File: src/rtl/xbar_config_loader.sv
// -----------------------------------------------------------------------------
// xbar_config_loader
//
// Loads a crossbar select image one word at a time into a shadow register.
// The full image is range-checked, then copied to the live crossbar
// configuration in one step. The live configuration is never disturbed
// while a load is in progress.
//
// Ports
//   clk             sole clock, rising edge
//   reset           asynchronous, active-high
//   io_cfg_start    begin (or restart) a load sequence
//   io_cfg_valid    io_cfg_data carries a word
//   io_cfg_data     config word (WORD_W bits)
//   io_cfg_ready    block accepts a word this cycle (LOAD only)
//   io_mux_configs  live select fields; field k = bits [k*SEL_W +: SEL_W]
//   io_busy         high in LOAD and CHECK
//   io_done         one-cycle pulse after a successful commit
//   io_error        sticky; set when a loaded image is rejected
//   io_word_count   words accepted in the current load
//   dbg_state_o     current FSM state (0 IDLE, 1 LOAD, 2 CHECK, 3 COMMIT)
//
// Handshake: a word transfers on every rising edge where io_cfg_valid and
// io_cfg_ready are both high. io_cfg_ready depends only on the state, never
// on io_cfg_valid. A source may hold valid low for any number of cycles; the
// load simply stalls, and there is no timeout.
// -----------------------------------------------------------------------------
module xbar_config_loader #(
  parameter int NUM_IN  = 31,
  parameter int NUM_OUT = 40,
  parameter int SEL_W   = 5,
  parameter int WORD_W  = 8
) (
  input  logic                     clk,
  input  logic                     reset,
  input  logic                     io_cfg_start,
  input  logic                     io_cfg_valid,
  input  logic [WORD_W-1:0]        io_cfg_data,
  output logic                     io_cfg_ready,
  output logic [NUM_OUT*SEL_W-1:0] io_mux_configs,
  output logic                     io_busy,
  output logic                     io_done,
  output logic                     io_error,
  output logic [4:0]               io_word_count,
  output logic [1:0]               dbg_state_o
);

  localparam int CFG_W  = NUM_OUT * SEL_W;
  localparam int NWORDS = CFG_W / WORD_W;

  // The image must split evenly into words.
  if ((CFG_W % WORD_W) != 0) begin : g_bad_width
    $error("CFG_W must be a multiple of WORD_W");
  end

  typedef enum logic [1:0] {
    S_IDLE   = 2'd0,
    S_LOAD   = 2'd1,
    S_CHECK  = 2'd2,
    S_COMMIT = 2'd3
  } state_t;

  state_t             state_q, state_d;
  logic [CFG_W-1:0]   shadow_q, shadow_d;
  logic [CFG_W-1:0]   cfg_q, cfg_d;
  logic [4:0]         count_q, count_d;
  logic               error_q, error_d;
  logic               done_q, done_d;
  logic               illegal;

  // An image is illegal if any select field addresses a non-existent input.
  // The compare is widened so a NUM_IN equal to 2**SEL_W still works.
  always_comb begin
    illegal = 1'b0;
    for (int k = 0; k < NUM_OUT; k++) begin
      if (32'(shadow_q[k*SEL_W +: SEL_W]) >= 32'(NUM_IN)) begin
        illegal = 1'b1;
      end
    end
  end

  always_comb begin
    state_d  = state_q;
    shadow_d = shadow_q;
    cfg_d    = cfg_q;
    count_d  = count_q;
    error_d  = error_q;
    done_d   = 1'b0;

    case (state_q)
      S_IDLE: begin
        if (io_cfg_start) begin
          state_d  = S_LOAD;
          shadow_d = '0;
          count_d  = '0;
          error_d  = 1'b0;
        end
      end

      S_LOAD: begin
        if (io_cfg_start) begin
          // Restart: any word offered this same cycle is dropped.
          shadow_d = '0;
          count_d  = '0;
          error_d  = 1'b0;
        end else if (io_cfg_valid) begin
          // Shift in from the top so the first word lands in the low bits.
          shadow_d = {io_cfg_data, shadow_q[CFG_W-1:WORD_W]};
          count_d  = count_q + 5'd1;
          if (count_q == 5'(NWORDS - 1)) begin
            state_d = S_CHECK;
          end
        end
      end

      S_CHECK: begin
        if (illegal) begin
          state_d = S_IDLE;
          error_d = 1'b1;
        end else begin
          state_d = S_COMMIT;
        end
      end

      S_COMMIT: begin
        cfg_d   = shadow_q;
        done_d  = 1'b1;
        state_d = S_IDLE;
      end

      default: state_d = S_IDLE;
    endcase
  end

  always_ff @(posedge clk or posedge reset) begin
    if (reset) begin
      state_q  <= S_IDLE;
      shadow_q <= '0;
      cfg_q    <= '0;
      count_q  <= '0;
      error_q  <= 1'b0;
      done_q   <= 1'b0;
    end else begin
      state_q  <= state_d;
      shadow_q <= shadow_d;
      cfg_q    <= cfg_d;
      count_q  <= count_d;
      error_q  <= error_d;
      done_q   <= done_d;
    end
  end

  assign io_cfg_ready   = (state_q == S_LOAD);
  assign io_busy        = (state_q == S_LOAD) || (state_q == S_CHECK);
  assign io_mux_configs = cfg_q;
  assign io_done        = done_q;
  assign io_error       = error_q;
  assign io_word_count  = count_q;
  assign dbg_state_o    = state_q;

endmodule

File: config.mk
export PLATFORM = sky130hd
export DESIGN_NAME = xbar_config_loader
export DESIGN_NICKNAME = d
export VERILOG_FILES = /design/src/rtl/xbar_config_loader.sv
export SDC_FILE = /design/constraint.sdc
export NUM_CORES = 1
export LEC_CHECK = 0
export BUFFER_PORTS_ARGS = -buffer_cell sky130_fd_sc_hd__buf_2
export CORE_UTILIZATION = 40
export CTS_BUF_LIST = sky130_fd_sc_hd__clkbuf_16
export DETAILED_ROUTE_END_ITERATION = 7
export GPL_ROUTABILITY_DRIVEN = 0
export HOLD_SLACK_MARGIN = 0.02
export PLACE_DENSITY = 0.68
export SLEW_MARGIN = 25
export SYNTH_ARGS = -nofsm -noshare
export SYNTH_HDL_FRONTEND = slang
export SYNTH_SLANG_ARGS = --single-unit
File: constraint.sdc
create_clock -name clk -period 17 [get_ports clk]
set_clock_uncertainty 0.05 [all_clocks]
set_input_delay 3.4 -clock clk [delete_from_list [all_inputs] [get_ports clk]]
set_output_delay 3.4 -clock clk [all_outputs]
set_load 0.1 [all_outputs]
==> metrics.txt <==
layout cells sized above 1 around 30%; largest area contributor in the synthesized netlist dfrtp_1; Sink Count slightly above 400; synth warn 0; post-synthesis sequential area ratio 62.8%; max-cap violations 0; min Tclk post-route 5.75 ns; Final Hold Fails 0; initial antenna violation count 0; Detail Placement HPWL around 27 mm; largest net degree at the start of global routing 286; nets@finish 1652; syn_area_per_cell ~11 um2; via/cell ratio 5.05; Setup crit end kind flop; IO buf count about 220; Synth top area share 62.8%; Hold WS 0.447 ns; CTS tree yes; number of global-route vias before repair 10927; global-route wire length before repair 62.9 mm; RSZ-0062 raised after global routing false; status complete, no violations; EDFF count, synth 0; data required time at the worst endpoint 17.43 ns; H-tree Lvls 2; DP Cell Count 2111; slowest CP cell buf_4; cts hold-fix bufs 0; Resize count post-CTS 0; Die ar. 41500 um2; Iter 0 DRT Violations 707; setup slack at placement around 11 ns; Layout area overhead 17.4%; Top-Level Pins 223; Antenna Nets Post-Route 0; critical path class input pin to flop; fin util roughly 48%; FMAX 174 MHz; Non-Filler Instances 2190; average wire per standard cell about 18 um; Congestion Overflow GR 0; peak supply drop 91.4 uV; Cell Area, Synth roughly 16000 um2; Final Max Tran Viols 0; DIE WIDTH 204 um; Root Driver clkbuf_16; Crit Path Max Fanout 192; Worst Tran Pin Value just under 1 ns; Core Area about 40000 um2; power density cells 131 nW/um2; Setup Viol. Count Final 0; Reg clk slew, reported paths 0.06 ns; fin crit share 33.8%; drc violations 0; final WL 39.7 mm; CP max stage delay 0.55 ns; final worst setup slack 11.25 ns; total number of vias 11050; clk_lat worst skew 0.56 ns; post-synthesis cell count 1443; post-CTS setup buffers 0; worst relative slew slack 35.3%; Worst R2R Setup Slack 13.31 ns; leakage power 9.55 nW; CTS Buf Count 43; Netlist cell types 30; DR pass1 iterations 5; syn_nets between 1000 and 1500; Fillers 3637; n_diodes 0; crit-path most repeated cell buf_12; Cell Rows 73; Die Height 204 um; startpoint types input pin; Initial Util roughly two fifths; GRT Total Usage between 10% and 20%; synth top area cells dfrtp_1 63%, mux2_2 14%, nand2_1 9.4%; CP cell instances buf_2, nor2b_1, o22ai_4, buf_12, buf_16, buf_4, buf_12, nand2_1, o21ai_1; Post-synth ARST share 100%; synth cell count leaders 409 x dfrtp_1, 409 x nand2_1, 204 x o21ai_1; FF+latch count, synth 409; Top FF cell, synth dfrtp_1; CP Data Arrival Time 6.18 ns; worst hold path type flop to flop; Setup TNS Final 0 ns; CTS max path bufs 3
[metal layers]
layer | up-vias | track usage [%] | share of wire [%]
met5 | - | 0 | 0
met4 | 0 | 6.79 | 2.4
met3 | 58 | 3.72 | 4.9
met2 | 254 | 29.7 | 46
met1 | 5466 | 27.7 | 47
li1 | 5272 | - | -
[logic make-up (layout without fill, tap and decap cells)]
group	after synthesis	after routing	share of synthesized area, %
AOI/OAI and AO/OA	219	219	6.86
adders and majority gates	6	6	0.461
and+or+nand+nor	513	513	13.3
DFF	409	409	62.8
buffers and inverters	96	318	2.70
muxes	200	200	13.8
[registers in the layout, summed over array words and instances, names as in the netlist]
name and flops:
shadow_q 200, dbg_state_o 2, io_done 1, io_mux_configs 200, io_error 1, io_word_count 5
[area by class of cell]
class | instances | area (um2) | share of cell area (%)
multi-input cells | 938 | 5650 | 29.5
well taps | 525 | 657 | 3.44
clock buffers | 43 | 1080 | 5.63
flip-flops and latches | 409 | 10200 | 53.5
clock inverters | 33 | 186 | 0.975
repair buffers | 235 | 1280 | 6.68
inverters | 7 | 38.8 | 0.203
[final timing paths]
check / endpoint / cells past startpoint / from
worst min-delay path: io_mux_configs[55]$_DFFE_PP0P_ / 1 / io_mux_configs[55]$_DFFE_PP0P_
min in group asynchronous: io_mux_configs[115]$_DFFE_PP0P_ / 2 / reset
max in group asynchronous: io_mux_configs[185]$_DFFE_PP0P_ / 4 / reset
worst max-delay path: shadow_q[189]$_DFFE_PP0P_ / 9 / io_cfg_valid
worst min register to register: io_mux_configs[55]$_DFFE_PP0P_ / 1 / io_mux_configs[55]$_DFFE_PP0P_
worst max register to register: shadow_q[189]$_DFFE_PP0P_ / 10 / dbg_state_o[0]$_DFFE_PP0P_
[cells in the final DEF, fill, tap and decap left out, drive strengths merged, types with 10 or more instances in the layout]
master	n
nand2	409
dfrtp	409
buf	235
o21ai	208
mux2	200
clkbuf	43
nand3	42
and3	36
clkinv	22
inv	15
nand4	10
[power breakdown]
part           switching [mW]  internal, mW
Clock                   0.383         0.476
Combinational           0.484         0.144
Sequential             0.0261         0.996
Total                   0.893          1.62
[metrics by stage]
step / area [um2] / total power, mW
after floorplan: 16300 / 1.56
after global placement: 17800 / 1.64
after detailed placement: 17800 / 1.65
after CTS: 19000 / 2.51
after global routing: 19100 / 2.62
final: 19100 / 2.51
[worst max-delay path: cells and delay by family]
kind | cells | cell delay [ns]
buffers and inverters | 5 | 1.78
and+or+nand+nor | 2 | 0.25
AOI/OAI and AO/OA | 2 | 0.48
Note: power is estimated with default switching activity, not from simulation.
